--- src/rtl/video_pattern_gen_if.sv ---
// Signal bundle between the video pattern generator and its sink:
// pattern controls flow into the generator, timing and pixel data flow out.
interface video_pattern_gen_if #(
   parameter int COLOR_W = 8
);
   logic [1:0]         mode;
   logic [2:0]         chan_en;
   logic               scandouble;
   logic               ce_pix;
   logic               HBlank;
   logic               HSync;
   logic               VBlank;
   logic               VSync;
   logic [COLOR_W-1:0] r;
   logic [COLOR_W-1:0] g;
   logic [COLOR_W-1:0] b;
   logic [15:0]        frame_cnt;

   modport master (
      input  mode, chan_en, scandouble,
      output ce_pix, HBlank, HSync, VBlank, VSync, r, g, b, frame_cnt
   );

   modport slave (
      output mode, chan_en, scandouble,
      input  ce_pix, HBlank, HSync, VBlank, VSync, r, g, b, frame_cnt
   );
endinterface

--- src/rtl/video_pattern_gen.sv ---
// Video timing and test-pattern generator: noise, colour bars, grid and gradient,
// with optional scan doubling (twice the pixel rate, every line repeated).
module video_pattern_gen #(
   parameter int H_ACTIVE = 320,
   parameter int H_FP     = 16,
   parameter int H_SYNC   = 32,
   parameter int H_BP     = 48,
   parameter int V_ACTIVE = 240,
   parameter int V_FP     = 4,
   parameter int V_SYNC   = 3,
   parameter int V_BP     = 15,
   parameter int CE_DIV   = 4,
   parameter int COLOR_W  = 8
) (
   input  logic                clk,
   input  logic                reset,
   video_pattern_gen_if.master vid
);
   localparam int H_TOTAL = H_ACTIVE + H_FP + H_SYNC + H_BP;
   localparam int V_TOTAL = V_ACTIVE + V_FP + V_SYNC + V_BP;
   localparam int HW      = $clog2(H_TOTAL + 1);
   localparam int VW      = $clog2(2 * V_TOTAL + 1);
   localparam int DW      = $clog2(CE_DIV);
   localparam int BAR_W   = H_ACTIVE / 8;
   localparam int BW      = (BAR_W > 1) ? $clog2(BAR_W) : 1;

   localparam logic [HW-1:0] H_LAST     = HW'(H_TOTAL - 1);
   localparam logic [HW-1:0] H_ACT      = HW'(H_ACTIVE);
   localparam logic [HW-1:0] H_ACT_LAST = HW'(H_ACTIVE - 1);
   localparam logic [HW-1:0] HS_BEG     = HW'(H_ACTIVE + H_FP);
   localparam logic [HW-1:0] HS_END     = HW'(H_ACTIVE + H_FP + H_SYNC);
   localparam logic [VW-1:0] V_LAST_1X  = VW'(V_TOTAL - 1);
   localparam logic [VW-1:0] V_LAST_2X  = VW'(2 * V_TOTAL - 1);
   localparam logic [VW-1:0] V_ACT      = VW'(V_ACTIVE);
   localparam logic [VW-1:0] V_ACT_LAST = VW'(V_ACTIVE - 1);
   localparam logic [VW-1:0] VS_BEG     = VW'(V_ACTIVE + V_FP);
   localparam logic [VW-1:0] VS_END     = VW'(V_ACTIVE + V_FP + V_SYNC);
   localparam logic [DW-1:0] DIV_LAST_1X = DW'(CE_DIV - 1);
   localparam logic [DW-1:0] DIV_LAST_2X = DW'(CE_DIV / 2 - 1);
   localparam logic [BW-1:0] BAR_LAST   = BW'(BAR_W - 1);
   localparam logic [15:0]   LFSR_SEED  = 16'hACE1;

   // Galois form of x^16+x^14+x^13+x^11+1, shifting towards bit 0.
   function automatic logic [15:0] lfsr_step(input logic [15:0] s);
      lfsr_step = {1'b0, s[15:1]} ^ (s[0] ? 16'hB400 : 16'h0000);
   endfunction

   function automatic logic [COLOR_W-1:0] expand(input logic bit_in);
      expand = {COLOR_W{bit_in}};
   endfunction

   logic [DW-1:0]      div_p0;
   logic [DW-1:0]      div_last;
   logic               sd_p0;
   logic               tick;
   logic [HW-1:0]      hcnt_p0;
   logic [VW-1:0]      vcnt_p0;
   logic [VW-1:0]      v_last;
   logic [VW-1:0]      y;
   logic               h_wrap;
   logic               v_wrap;
   logic [BW-1:0]      bar_cnt_p0;
   logic [2:0]         bar_idx_p0;
   logic [15:0]        lfsr_p0;
   logic [1:0]         mode_p0;
   logic [1:0]         mode_eff;
   logic               hblank_d, hsync_d, vblank_d, vsync_d, grid_on;
   logic [COLOR_W-1:0] pix_r, pix_g, pix_b;
   logic               ce_p1, hblank_p1, hsync_p1, vblank_p1, vsync_p1;
   logic [COLOR_W-1:0] r_p1, g_p1, b_p1;
   logic [15:0]        frame_cnt_p1;

   // Stage p0: pixel-enable divider; a scandouble change restarts it from zero.
   assign div_last = vid.scandouble ? DIV_LAST_2X : DIV_LAST_1X;
   assign tick     = (div_p0 == div_last) && (vid.scandouble == sd_p0);

   always_ff @(posedge clk or posedge reset) begin
      if (reset) begin
         div_p0 <= '0;
         sd_p0  <= 1'b0;
         ce_p1  <= 1'b0;
      end else begin
         sd_p0 <= vid.scandouble;
         ce_p1 <= tick;
         if (tick || (vid.scandouble != sd_p0))
            div_p0 <= '0;
         else
            div_p0 <= div_p0 + 1'b1;
      end
   end

   assign v_last = vid.scandouble ? V_LAST_2X : V_LAST_1X;
   assign h_wrap = (hcnt_p0 == H_LAST);
   assign v_wrap = (vcnt_p0 >= v_last);
   assign y      = vid.scandouble ? {1'b0, vcnt_p0[VW-1:1]} : vcnt_p0;
   assign mode_eff = ((hcnt_p0 == '0) && (vcnt_p0 == '0)) ? vid.mode : mode_p0;

   always_ff @(posedge clk or posedge reset) begin
      if (reset) begin
         hcnt_p0      <= '0;
         vcnt_p0      <= '0;
         bar_cnt_p0   <= '0;
         bar_idx_p0   <= '0;
         lfsr_p0      <= LFSR_SEED;
         mode_p0      <= 2'd0;
         frame_cnt_p1 <= 16'd0;
      end else if (tick) begin
         lfsr_p0 <= lfsr_step(lfsr_p0);
         mode_p0 <= mode_eff;
         if (h_wrap) begin
            hcnt_p0    <= '0;
            bar_cnt_p0 <= '0;
            bar_idx_p0 <= '0;
            if (v_wrap) begin
               vcnt_p0      <= '0;
               frame_cnt_p1 <= frame_cnt_p1 + 16'd1;
            end else begin
               vcnt_p0 <= vcnt_p0 + 1'b1;
            end
         end else begin
            hcnt_p0 <= hcnt_p0 + 1'b1;
            if (bar_cnt_p0 == BAR_LAST) begin
               bar_cnt_p0 <= '0;
               bar_idx_p0 <= bar_idx_p0 + 3'd1;
            end else begin
               bar_cnt_p0 <= bar_cnt_p0 + 1'b1;
            end
         end
      end
   end

   assign hblank_d = (hcnt_p0 >= H_ACT);
   assign hsync_d  = (hcnt_p0 >= HS_BEG) && (hcnt_p0 < HS_END);
   assign vblank_d = (y >= V_ACT);
   assign vsync_d  = (y >= VS_BEG) && (y < VS_END);
   assign grid_on  = (hcnt_p0[3:0] == 4'd0) || (y[3:0] == 4'd0) ||
                     (hcnt_p0 == H_ACT_LAST) || (y == V_ACT_LAST);

   always_comb begin
      pix_r = '0;
      pix_g = '0;
      pix_b = '0;
      case (mode_eff)
         2'd0: begin
            pix_r = lfsr_p0[15 -: COLOR_W];
            pix_g = lfsr_p0[15 -: COLOR_W];
            pix_b = lfsr_p0[15 -: COLOR_W];
         end
         2'd1: begin
            pix_r = expand(~bar_idx_p0[1]);
            pix_g = expand(~bar_idx_p0[2]);
            pix_b = expand(~bar_idx_p0[0]);
         end
         2'd2: begin
            pix_r = expand(grid_on);
            pix_g = expand(grid_on);
            pix_b = expand(grid_on);
         end
         default: begin
            pix_r = COLOR_W'(hcnt_p0);
            pix_g = COLOR_W'(hcnt_p0);
            pix_b = COLOR_W'(hcnt_p0);
         end
      endcase
      if (!vid.chan_en[2]) pix_r = '0;
      if (!vid.chan_en[1]) pix_g = '0;
      if (!vid.chan_en[0]) pix_b = '0;
      if (hblank_d || vblank_d) begin
         pix_r = '0;
         pix_g = '0;
         pix_b = '0;
      end
   end

   // Stage p1: timing and pixel data captured together for the same (hcnt, y).
   always_ff @(posedge clk or posedge reset) begin
      if (reset) begin
         hblank_p1 <= 1'b0;
         hsync_p1  <= 1'b0;
         vblank_p1 <= 1'b0;
         vsync_p1  <= 1'b0;
         r_p1      <= '0;
         g_p1      <= '0;
         b_p1      <= '0;
      end else if (tick) begin
         hblank_p1 <= hblank_d;
         hsync_p1  <= hsync_d;
         vblank_p1 <= vblank_d;
         vsync_p1  <= vsync_d;
         r_p1      <= pix_r;
         g_p1      <= pix_g;
         b_p1      <= pix_b;
      end
   end

   assign vid.ce_pix    = ce_p1;
   assign vid.HBlank    = hblank_p1;
   assign vid.HSync     = hsync_p1;
   assign vid.VBlank    = vblank_p1;
   assign vid.VSync     = vsync_p1;
   assign vid.r         = r_p1;
   assign vid.g         = g_p1;
   assign vid.b         = b_p1;
   assign vid.frame_cnt = frame_cnt_p1;
endmodule
--- src/flat_wrapper.sv ---
// flat-port wrapper written by rule: the top's interface ports become plain ports
module video_pattern_gen_flat 
#(
   parameter int H_ACTIVE = 320,
   parameter int H_FP     = 16,
   parameter int H_SYNC   = 32,
   parameter int H_BP     = 48,
   parameter int V_ACTIVE = 240,
   parameter int V_FP     = 4,
   parameter int V_SYNC   = 3,
   parameter int V_BP     = 15,
   parameter int CE_DIV   = 4,
   parameter int COLOR_W  = 8
)
  (clk, reset, vid_mode, vid_chan_en, vid_scandouble, vid_ce_pix, vid_HBlank, vid_HSync, vid_VBlank, vid_VSync, vid_r, vid_g, vid_b, vid_frame_cnt);
  video_pattern_gen_if #(.COLOR_W(COLOR_W)) vid_i ();
  input  logic clk;
  input  logic reset;
  input wire logic [$bits(vid_i.mode)-1:0] vid_mode;
  input wire logic [$bits(vid_i.chan_en)-1:0] vid_chan_en;
  input wire logic [$bits(vid_i.scandouble)-1:0] vid_scandouble;
  output wire logic [$bits(vid_i.ce_pix)-1:0] vid_ce_pix;
  output wire logic [$bits(vid_i.HBlank)-1:0] vid_HBlank;
  output wire logic [$bits(vid_i.HSync)-1:0] vid_HSync;
  output wire logic [$bits(vid_i.VBlank)-1:0] vid_VBlank;
  output wire logic [$bits(vid_i.VSync)-1:0] vid_VSync;
  output wire logic [$bits(vid_i.r)-1:0] vid_r;
  output wire logic [$bits(vid_i.g)-1:0] vid_g;
  output wire logic [$bits(vid_i.b)-1:0] vid_b;
  output wire logic [$bits(vid_i.frame_cnt)-1:0] vid_frame_cnt;
  assign vid_i.mode = vid_mode;
  assign vid_i.chan_en = vid_chan_en;
  assign vid_i.scandouble = vid_scandouble;
  assign vid_ce_pix = vid_i.ce_pix;
  assign vid_HBlank = vid_i.HBlank;
  assign vid_HSync = vid_i.HSync;
  assign vid_VBlank = vid_i.VBlank;
  assign vid_VSync = vid_i.VSync;
  assign vid_r = vid_i.r;
  assign vid_g = vid_i.g;
  assign vid_b = vid_i.b;
  assign vid_frame_cnt = vid_i.frame_cnt;
  video_pattern_gen #(.H_ACTIVE(H_ACTIVE), .H_FP(H_FP), .H_SYNC(H_SYNC), .H_BP(H_BP), .V_ACTIVE(V_ACTIVE), .V_FP(V_FP), .V_SYNC(V_SYNC), .V_BP(V_BP), .CE_DIV(CE_DIV), .COLOR_W(COLOR_W)) u_core (.clk(clk), .reset(reset), .vid(vid_i));
endmodule
--- config.mk ---
export PLATFORM = sky130hd
export DESIGN_NAME = video_pattern_gen_flat
export DESIGN_NICKNAME = d
export VERILOG_FILES = /design/src/rtl/video_pattern_gen_if.sv /design/src/rtl/video_pattern_gen.sv /design/src/flat_wrapper.sv
export SDC_FILE = /design/constraint.sdc
export NUM_CORES = 1
export LEC_CHECK = 0
export ABC_CLOCK_PERIOD_IN_PS = 4120
export CAP_MARGIN = 40
export CELL_PAD_IN_SITES_DETAIL_PLACEMENT = 0
export CELL_PAD_IN_SITES_GLOBAL_PLACEMENT = 2
export CORE_MARGIN = 2
export CORE_UTILIZATION = 36
export CTS_CLUSTER_SIZE = 30
export DETAILED_ROUTE_END_ITERATION = 7
export PLACE_DENSITY = 0.79
export RECOVER_POWER = 25
export SLEW_MARGIN = 20
export SYNTH_ARGS = -nofsm -noshare
export SYNTH_HDL_FRONTEND = slang
export SYNTH_SLANG_ARGS = --single-unit
--- constraint.sdc ---
create_clock -name clk -period 4.12 [get_ports clk]
set_input_delay 0.618 -clock clk [delete_from_list [all_inputs] [get_ports clk]]
set_output_delay 0.618 -clock clk [all_outputs]
set_load 0.01 [all_outputs]
* After elaboration in Yosys (flattened, before gate mapping)
Index checks and enable logic that the tools add are counted.
** Cells by class
- Bitwise gates (word level) :: 4
- Add/subtract/negate cells :: 6
- Reductions and logical operators :: 18
- $lt $le $gt $ge :: 7
- Muxes and demuxes :: 21
- Equality and inequality tests :: 9
** Operator list (number)
- $pmux 8 s3 :: 3
- $mux 8 :: 6
- $mux 10 :: 3
- $ge 10x8->1 const B :: 2
- $eq 9x9->1 const B :: 2
- $ge 9x9->1 const B :: 2
- $add 16x1->16 const B :: 1
- $mux 16 :: 1
- $xor 15x16->16 :: 1
- $mux 6 :: 2
- $add 10x1->10 const B :: 1
- $eq 10x8->1 const B :: 1
- $ge 10x10->1 :: 1
- $logic_not 10->1 :: 1
- $lt 10x8->1 const B :: 1
- $add 9x1->9 const B :: 1
- $logic_not 9->1 :: 1
- $lt 9x9->1 const B :: 1
- $mux 9 :: 1
- $logic_not 4->1 :: 2
- $add 6x1->6 const B :: 1
- $eq 6x6->1 const B :: 1
- $mux 2 :: 3
- $mux 3 :: 2
- other kinds (14) :: 24
** Storage, ports and cells
- Word-level logic and storage cells :: 82
- Register bits after elaboration :: 94
- Output and inout bits :: 45
- Bits of input ports :: 8

* Longest topological paths before layout
- Depth in word-level cells :: 8
- Gate-level depth with buffers :: 11
- Depth with buffers taken out :: 8

* Worst setup path before layout
Ideal clock, no wire load.
- Path kind :: input-to-reg
- Start point :: input port vid_scandouble
- End point :: register u_core.frame_cnt_p1[3], in the netlist u_core.vid.frame_cnt[3]
- Arrival :: 2390 ps
- Buffers on the path :: 2
- Setup time :: 128 ps
- Slack :: 1601 ps
- Stages on the path :: 10
- Required time :: 3992 ps
- Cell sequence :: buf_2 -> inv_1 -> ha_1 -> a21o_1 -> a21o_1 -> a311o_1 -> buf_2 -> nand2_1 -> nor2_1 -> xor2_1
** Between the ends
- Longest elaborated chain between the ends :: 4
- Elaborated cells on any way between the ends :: 7
- Classes of those cells :: order compare: 1; eq/ne: 2; mux: 2; reduce/logical: 2
** Ends and longest elaborated chain
- from (decl) :: line flat_wrapper.sv:21 : input wire logic [$bits(vid_i.scandouble)-1:0] vid_scandouble;
- branches (longest 3 deep; another with $ge 10x10->1)
- $reduce_and 3->1 (no line) *
- to (signal assigned) :: line video_pattern_gen.sv:116 : frame_cnt_p1 <= frame_cnt_p1 + 16'd1;
- to (decl) :: line video_pattern_gen.sv:71 : logic [15:0] frame_cnt_p1;
Mark *: on every way between the ends.
A chain may end at the register's enable or synchronous reset.

* Worst setup path after layout
- Start point :: input port vid_scandouble
- End point :: register u_core.g_p1[6], in the netlist u_core.vid.g[6]
** Between the ends
- Longest elaborated chain between the ends :: 8
- Elaborated cells on any way between the ends :: 15
- Classes of those cells :: order compare: 1; eq/ne: 3; mux: 5; reduce/logical: 6
** Ends and longest elaborated chain
- $mux 10 :: line video_pattern_gen.sv:95 : assign y = vid.scandouble ? {1'b0, vcnt_p0[VW-1:1]} : vcnt_p0;
- $logic_not 4->1 :: line video_pattern_gen.sv:136 : assign grid_on = (hcnt_p0[3:0] == 4'd0) || (y[3:0] == 4'd0) ||
- $logic_or 1x1->1 (2 in series) :: line video_pattern_gen.sv:136
- $logic_or 1x1->1 :: line video_pattern_gen.sv:137 : (hcnt_p0 == H_ACT_LAST) || (y == V_ACT_LAST);
- $pmux 8 s3 :: line video_pattern_gen.sv:143 : case (mode_eff)
- $mux 8 :: line video_pattern_gen.sv:166 : if (!vid.chan_en[1]) pix_g = '0;
- $mux 8 :: line video_pattern_gen.sv:168 : if (hblank_d || vblank_d) begin
- to (signal assigned) :: line video_pattern_gen.sv:191 : g_p1 <= pix_g;
- to (decl) :: line video_pattern_gen.sv:70 : logic [COLOR_W-1:0] r_p1, g_p1, b_p1;
Parallel ways exist; a longest one is shown, timed or not.

==> results_dict.tcl <==
set metrics [dict create \
    ys_warn_count 0 \
    yosysTopAreaCell "dfrtp_1" \
    synth_flop_cell "dfrtp_1" \
    avgSynthCellArea_um2 9.53 \
    holdCritStartpoint "u_core.lfsr_p0[7]" \
    pre_cts_ws_ns 0.811 \
    hpwl_um 8420 \
    worstPathRequired_ns 4.37 \
    dieArea_um2 14500 \
    grt.total_usage_pct 17.6 \
    synth.cell_area_um2 4890 \
    routabilityCongestion 0.813 \
    ys_types 59 \
    viasPerCell 5.17 \
    place_area_um2 5560 \
    setup_slack_ns 0.939 \
    yosysSeqAreaShare_pct 48.3 \
    slew-limit-headroom_pct 45.7 \
    clock-sinks 94 \
    grt_pass1_vias 3816 \
    cts_resized 0 \
    clock-root-buffer "clkbuf_16" \
    die_x_um 121 \
    core_um2 13200 \
    skew_ns 0.00498 \
    ant_nets 0 \
    syn_nets 533 \
    maxCapViolCount 0 \
    cts.path.max_buffers 2 \
    crit_end "u_core.vid.g[6]" \
    initial_utilization_pct 36.9 \
    fillCellCount 1294 \
    min_path_type "register to register" \
    critPathKind "input pin to register" \
    diodes 0 \
    grt_pass1_wl_um 20100 \
    maxSlewViolCount 0 \
    r2r_cells 8 \
    overflow 0 \
    numCtsBuffers 9 \
    area_growth_pct 20.5 \
    nNetsFinal 578 \
    ios 53 \
    end_kind "register" \
    finalWirelength_um 11800 \
    synth-seq-cells 94 \
    rsz0062_at_grt "false" \
    wl_per_cell_um 16.0 \
    final_hold_viol_count 0 \
    drive_gt1_share_pct 8.35 \
    r2r_start "u_core.vcnt_p0[1]" \
    max_freq_ghz 0.314 \
    yosys.area.top_type_share_pct 44.0 \
    drt_iter0_drc 225 \
    vias 3820 \
    grt_max_degree 60 \
    cp-start-kind "input pin" \
    min_period_over_period_pct 77.2 \
    irDropWorstVdd_mv 0.142 \
    first_pass_iters 4 \
    synthCells 513 \
    synth_area_leaders "dfrtp_1 44%, nand2_1 8.9%, dfstp_2 4.3%, o211ai_1 3.7%, o21ai_0 3.5%" \
    post-cts-setup-buffers 0 \
    cts_tree "yes" \
    p_leak_nw 2.55 \
    post-route-cell-area_um2 5890 \
    htree_num_levels 3 \
    worstReg2RegEnd "u_core.vid.b[3]" \
    status "complete, no violations" \
    finalSetupViolCount 0 \
    arrival_ns 3.44 \
    pwr_density_cell_nw_per_um2 350 \
    hold_buffers 0 \
    critPathMaxFanout 15 \
    drc 0 \
    clk_pin_slew_ns 0.07 \
    synthArstFlopShare_pct 100 \
    r2r_setup_slack_ns 1.18 \
    die_height_um 121 \
    period_needed_ns 3.18 \
    synth_edf_count 0 \
    total_power_mw 2.07 \
    rows 42 \
    port_buffers 52 \
    whs_ns 0.453 \
    antenna_found_initial 0 \
    clock_latency_ns 0.34 \
    startpoint "vid_scandouble" \
    tightestPinTransition_ns 0.807 \
    setup_tns_ns 0 \
]
-- per-layer routing --
| layer | GRT usage, % | part of all wire, % | vias to the layer above |
|---|---|---|---|
| li1 | - | - | 1880 |
| met1 | 23.8 | 46 | 1841 |
| met2 | 28.2 | 48 | 81 |
| met3 | 3.40 | 3.9 | 18 |
| met4 | 6.47 | 1.7 | 0 |
| met5 | 0 | 0 | - |
-- flip-flops by register name, indices dropped and copies added (netlist names) --
| register | count |
|---|---|
| u_core.sd_p0 | 1 |
| u_core.lfsr_p0 | 16 |
| u_core.vid.HBlank | 1 |
| u_core.vid.ce_pix | 1 |
| u_core.bar_cnt_p0 | 6 |
| u_core.div_p0 | 2 |
| u_core.vid.HSync | 1 |
| u_core.vid.VSync | 1 |
| u_core.vid.b | 8 |
| u_core.vid.frame_cnt | 16 |
| u_core.vid.g | 8 |
| u_core.vcnt_p0 | 10 |
| u_core.hcnt_p0 | 9 |
| u_core.mode_p0 | 2 |
| u_core.vid.VBlank | 1 |
| u_core.vid.r | 8 |
| u_core.bar_idx_p0 | 3 |
-- critical path, cell delays in order --
cell and delay (ns):
clkdlybuf4s50_1 0.48, clkbuf_1 0.48, and3b_1 0.29, o21ai_4 0.12
nor3b_1 0.49, nand3_1 0.40, o21bai_2 0.40, o211ai_1 0.14
-- cell usage in the layout, fill, tap and decap left out, types with 9 or more instances in the layout --
cell type	n
mux2i_1	12
nand3_1	20
nand2_1	116
clkbuf_16	9
o21ai_0	34
nor3_1	10
dfrtp_1	86
clkdlybuf4s50_1	51
o211ai_1	24
xor2_1	19
nor2_1	32
ha_1	12
xnor2_1	13
-- worst min path at each step --
stage / to / cells after the start
after floorplan: u_core.lfsr_p0[5] / 2
after global placement: u_core.lfsr_p0[5] / 2
after detailed placement: u_core.lfsr_p0[6] / 2
after CTS: u_core.lfsr_p0[6] / 2
after global routing: u_core.lfsr_p0[5] / 2
final: u_core.lfsr_p0[6] / 2
-- area by class of cell --
type                       count  area [um^2]  area share [%]
sequential                    94         2360            40.1
timing repair buffer          60          617            10.5
clock inverter                 6         68.8            1.17
multi-input combinational    383         2350            39.8
tap                          176          220            3.74
inverter                      10         38.8           0.658
clock buffer                  10          239            4.06
-- cells in the mapped netlist (all sizes together), types with 3 or more instances --
cell / count
a21o: 3
a21oi: 6
and3: 5
buf: 12
clkbuf: 14
dfrtp: 86
dfstp: 8
ha: 12
inv: 9
mux2: 3
mux2i: 12
nand2: 116
nand2b: 3
nand3: 21
nand4: 8
nand4b: 4
nor2: 35
nor2b: 4
nor3: 10
nor3b: 5
nor4: 7
o211ai: 24
o21ai: 36
o2bb2ai: 7
o31ai: 3
or2: 4
xnor2: 13
xor2: 19
-- per-stage QoR --
| step | instances | utilization [%] |
|---|---|---|
| 5_1_grt | 739 | 44.5 |
| 3_3_place_gp | 721 | 41.8 |
| 2_1_floorplan | 513 | - |
| 6_report | 739 | 44.5 |
| 4_1_cts | 738 | 44.3 |
| 3_5_place_dp | 722 | 42.0 |
-- report_power, final --
| part | internal, mW | leakage (nW) | switching (mW) | total [mW] |
|---|---|---|---|---|
| logic | 0.0734 | 1.16 | 0.103 | 0.177 |
| registers | 0.965 | 1.25 | 0.0664 | 1.03 |
| clock network | 0.490 | 0.143 | 0.367 | 0.857 |
-- cell families after synthesis --
kind of cell / synth area share [%]
AOI/OAI and AO/OA: 12.7
xor gates and xnor gates: 5.73
adders and majority gates: 3.07
buffers and inverters: 3.94
DFF: 48.3
muxes: 3.22
and+or+nand+nor: 23.0
No activity file was read; power rests on OpenSTA's default activity.
